### src/rtl/cpu_sequencer.sv
// Fetch/execute controller for the 4-bit CPU core: owns the architectural registers,
// fetches from a synchronous ROM and commits the external ALU result once per step.
package cpu_pkg;
  typedef enum logic [3:0] {
    ADD_A_IMM = 4'h0, MOV_A_B   = 4'h1, IN_A      = 4'h2, MOV_A_IMM = 4'h3,
    MOV_B_A   = 4'h4, ADD_B_IMM = 4'h5, IN_B      = 4'h6, MOV_B_IMM = 4'h7,
    OUT_B     = 4'h9, OUT_IMM   = 4'hB, JNC_IMM   = 4'hE, JMP_IMM   = 4'hF
  } opecode_t;

  typedef struct packed {
    logic [3:0] a;
    logic [3:0] b;
    logic       cf;
    logic [3:0] ip;
    logic [3:0] out;
  } regs_t;

  typedef enum logic [1:0] {S_IDLE = 2'd0, S_FETCH = 2'd1, S_EXEC = 2'd2} state_t;
endpackage

module cpu_sequencer
  import cpu_pkg::*;
#(
  parameter int unsigned TICK_DIV = 12_000_000
) (
  input  logic       clk,
  input  logic       rst,
  input  logic       run,
  input  logic       step,
  output logic [3:0] rom_addr,
  input  logic [7:0] rom_data,
  output opecode_t   alu_opecode,
  output logic [3:0] alu_imm,
  output regs_t      alu_current,
  input  regs_t      alu_next,
  output regs_t      regs,
  output logic       busy,
  output logic       retired,
  output logic       halted,
  output state_t     dbg_state
);

  localparam int CW = (TICK_DIV > 1) ? $clog2(TICK_DIV) : 1;
  localparam logic [CW-1:0] CNT_LAST = CW'(TICK_DIV - 1);

  state_t          state_q;
  regs_t           regs_q;
  logic [7:0]      instr_q;
  logic [CW-1:0]   cnt_q;
  logic [CW-1:0]   cnt_d;
  logic            step_q;
  logic            halted_q;
  logic            trigger;

  // Leaving run mode drops the counter to 0, discarding any partial count.
  always_comb begin
    cnt_d = '0;
    if (run) cnt_d = (cnt_q == CNT_LAST) ? '0 : cnt_q + 1'b1;
  end

  assign trigger = run ? (cnt_q == CNT_LAST) : (step && !step_q);

  always_ff @(posedge clk or posedge rst) begin
    if (rst) begin
      state_q  <= S_IDLE;
      regs_q   <= '0;
      instr_q  <= '0;
      cnt_q    <= '0;
      step_q   <= 1'b1;
      halted_q <= 1'b0;
    end else begin
      cnt_q  <= cnt_d;
      step_q <= step;
      case (state_q)
        S_IDLE: begin
          if (trigger && !halted_q) state_q <= S_FETCH;
        end
        S_FETCH: begin
          instr_q <= rom_data;
          state_q <= S_EXEC;
        end
        S_EXEC: begin
          regs_q <= alu_next;
          // A jump to its own address can never make progress again.
          if (alu_opecode == JMP_IMM && alu_imm == regs_q.ip) halted_q <= 1'b1;
          state_q <= S_IDLE;
        end
        default: state_q <= S_IDLE;
      endcase
    end
  end

  assign rom_addr    = regs_q.ip;
  assign alu_opecode = opecode_t'(instr_q[7:4]);
  assign alu_imm     = instr_q[3:0];
  assign alu_current = regs_q;
  assign regs        = regs_q;
  assign busy        = (state_q != S_IDLE);
  assign retired     = (state_q == S_EXEC);
  assign halted      = halted_q;
  assign dbg_state   = state_q;

endmodule

### config.mk
export PLATFORM = sky130hd
export DESIGN_NAME = cpu_sequencer
export DESIGN_NICKNAME = d
export VERILOG_FILES = /design/src/rtl/cpu_sequencer.sv
export SDC_FILE = /design/constraint.sdc
export NUM_CORES = 1
export LEC_CHECK = 0
export ABC_AREA = 0
export BUFFER_PORTS_ARGS = -buffer_cell sky130_fd_sc_hd__buf_2
export CORE_MARGIN = 5
export CORE_UTILIZATION = 40
export CTS_CLUSTER_SIZE = 10
export DETAILED_ROUTE_END_ITERATION = 8
export PLACE_DENSITY = 0.77
export SLEW_MARGIN = 20
export SYNTH_ARGS = -nofsm -noshare
export SYNTH_HDL_FRONTEND = slang
export SYNTH_SLANG_ARGS = --single-unit
### constraint.sdc
create_clock -name clk -period 1.7 [get_ports clk]
set_input_delay 0.17 -clock clk [delete_from_list [all_inputs] [get_ports clk]]
set_output_delay 0.17 -clock clk [all_outputs]
set_load 0.01 [all_outputs]
==> impl_results.md <==
- HP Class: input port to flip-flop
- Sink Count: 53
- DRC viols: 0
- Max Slew Vio Count: 0
- Pleak: 1.54 nW
- TNS Setup: 0 ns
- Clk pwr share: 23.7%
- Worst slew margin: 72.5%
- Status: complete, no violations
- RePlAce Congestion: 0.869
- Critical Path AT: ~1.9 ns
- Final ANT Viol Nets: 0
- Slew at the pin closest to its max-slew limit: 0.409 ns
- Worst setup SP type: flip-flop
- Syn. warnings: 0
- Hpwl dp: 4220 um
- IO buf count: 79
- Area grow syn2layout: 26.8%
- Setup Skew: 0.0109 ns
- Die height: 90.4 um
- Synth area leaders: dfrtp_1 50%, mux2_2 11%, buf_4 6.4%
- PD cells: 930 mW/mm2
- Worst-path clk slew: approximately 0.10 ns
- Part of the power in registers: 51.0%
- GRT overflow: 0
- Syn Inst Count: around 230
- Sw frac: 30.7%
- Core footprint: 0.00631 mm2
- Total CTS buffers: 5
- Fmax: 0.591 GHz
- Rows: 29
- Fin nets: between 300 and 400
- Synth cell types: 42
- Initial antenna violation count: 0
- Synthesized area: between 0.002 and 0.003 mm2
- Initial Util: between 40% and 50%
- Via count: 2013
- Commonest non-fill, non-tap cells in the layout: 79 x buf_2, 44 x dfrtp_1, 25 x mux2_2
- Synth area leader: dfrtp_1
- Routed WL: ~5800 um
- Tcrit/Tclk final: about 100%
- Synth top area share: between 50 and 60%
- Gr usage total: 13.7%
- Clk root buf: clkbuf_8
- Number of global-route vias before repair: ~1900
- Final period demand of the worst path: roughly 1.7 ns
- CP endpoint kind: flip-flop
- Max Buffers Root-to-Sink: 2
- Final Hold Fails: 0
- Logic gate share of total power: 25.3%
- Ports: 80
- Power consumption: 3.05 mW
- Syn nets: 259
- Die Wd: 90.4 um
- Share of cells above drive strength 1: between 50% and 60%
- Largest net degree at the start of global routing: 44
- Most common cell after layout, fill and taps aside: buf_2
- WP data required: 1.94 ns
- First DRT Iteration DRCs: approximately 140
- Wire length per cell: 14.7 um
- Max Cap Viol: 0
- First-pass GRT wire length: 9340 um
- First-pass DRT Iterations: 4
- Non-filler cells, final: 393
- Setup-failing EPs final: 0
- Skew-Pair Late Insertion Delay: 0.31 ns
- H-tree depth reported by CTS: 2
- Synth Register Bits: 53
- Top_reg_cell synth: dfrtp_1
- Post-synth EDFFs: 0
- Net Sw Power: approximately 940 uW
- RSZ-0062 raised after global routing: true
- Max FO, Critical Path: 5
- CTS tree: done
- Worst vdd ir: 0.542 mV
- Post-Syn Area per Cell: 11.3 um2
- Die area: between 0.008 and 0.009 mm2
- Seq/Total Area, Yosys: 51.4%
- DR vias/cell: 5.12
- Asr flop ratio synth: 100%
- Pint: 2.11 mW
- Number of diodes: 0
- Crit path kind: flip-flop to flip-flop
- Inst Count DP: 375
-- worst max-delay path, cell delays in order (launching register included) --
cell and delay (ns):
dfrtp_1 0.40, buf_6 0.11, nand4_1 0.11, or4_4 0.53, or3_4 0.34, a21oi_2 0.12
-- final timing paths --
check | startpoint | to | slack [ns] | cells after the start
worst min register to register | halted$_DFFE_PP0P_ | dbg_state[0]$_DFFE_PP0P_ | 0.47 | 1
worst max register to register | cnt_q[0]$_DFF_PP0_ | cnt_q[21]$_DFF_PP0_ | 0.009 | 5
min in group asynchronous | rst | alu_current[1]$_DFFE_PP0P_ | 0.32 | 3
worst min-delay path | alu_next[4] | rom_addr[0]$_DFFE_PP0P_ | 0.08 | 2
max in group asynchronous | rst | step_q$_DFF_PP1_ | 0.84 | 4
worst max-delay path | cnt_q[0]$_DFF_PP0_ | cnt_q[21]$_DFF_PP0_ | 0.009 | 5
-- flip-flops by register name, summed over array words and instances (netlist names) --
register / cells
cnt_q: 24
step_q: 1
instr_q: 8
alu_current: 13
rom_addr: 4
dbg_state: 2
halted: 1
-- synth_stat cells, drive strengths merged, types with 3 or more instances --
master   n
buf     25
xnor2   12
inv      7
o21ai    7
nand2    6
or3      3
a21oi    5
and3     4
mux2    25
nand4    9
xor2     6
nand3    7
a211oi   3
dfrtp   52
clkbuf   3
nor3     5
nor4     8
nor2    22
-- per-stage QoR --
step / hold slack [ns] / area [um2] / setup WS, ns / utilization, %
detailed placement: 0.110 / 3050 / -0.0336 / 48.4
global placement: 0.108 / 3050 / 0.0751 / 48.4
global route: 0.0719 / 3280 / -0.0486 / 51.9
finish: 0.0801 / 3280 / 0.00877 / 51.9
floorplan: 0.174 / 2600 / 0.0189 / -
CTS: 0.0698 / 3190 / -0.0439 / 50.6
-- repair_timing --
| item | in CTS | in global routing |
|---|---|---|
| hold buffers | 2 | 0 |
| endpoints found under the setup margin | 2 | 20 |
| buffers inserted | 2 | 6 |
| pin swaps | 3 | 4 |
| endpoints found under the hold margin | 11 | 0 |
| gates resized for setup | 3 | 13 |
-- final cells by class --
type	instances	area, um2
Sequential cell	53	1340
Inverter	7	26.3
Clock inverter	3	25.0
Clock buffer	5	68.8
Multi-Input combinational cell	141	1080
Tap cell	77	96.3
Fill cell	554	3040
Timing Repair Buffer	107	643
-- kinds of logic (layout without fill, tap and decap cells) --
family,count (synthesis),in the layout,share of synthesized area [%]
flops,53,53,51.4
mux,25,25,10.9
fa+ha+maj,1,1,0.484
simple gates,76,76,17.4
xor+xnor,18,18,6.10
buf+inv,35,122,8.38
compound gates,21,21,5.33
-- power by group through the flow --
stage | clock network [mW] | logic, mW | registers [mW]
6_report | 0.723 | 0.770 | 1.55
5_1_grt | 0.799 | 0.841 | 1.59
4_1_cts | 0.752 | 0.786 | 1.56
3_5_place_dp | 0 | 0.779 | 1.58
3_3_place_gp | 0 | 0.770 | 1.57
2_1_floorplan | 0 | 0.484 | 1.65
-- routing by layer --
layer | global-route usage (%) | routed length [um] | share of wire, %
met2 | 22.7 | 2830 | 49
met4 | 3.35 | 38 | 0.66
met3 | 5.33 | 509 | 8.8
met1 | 16.8 | 2410 | 42
met5 | 0 | 0 | 0
Power figures use the tool's default switching activity.
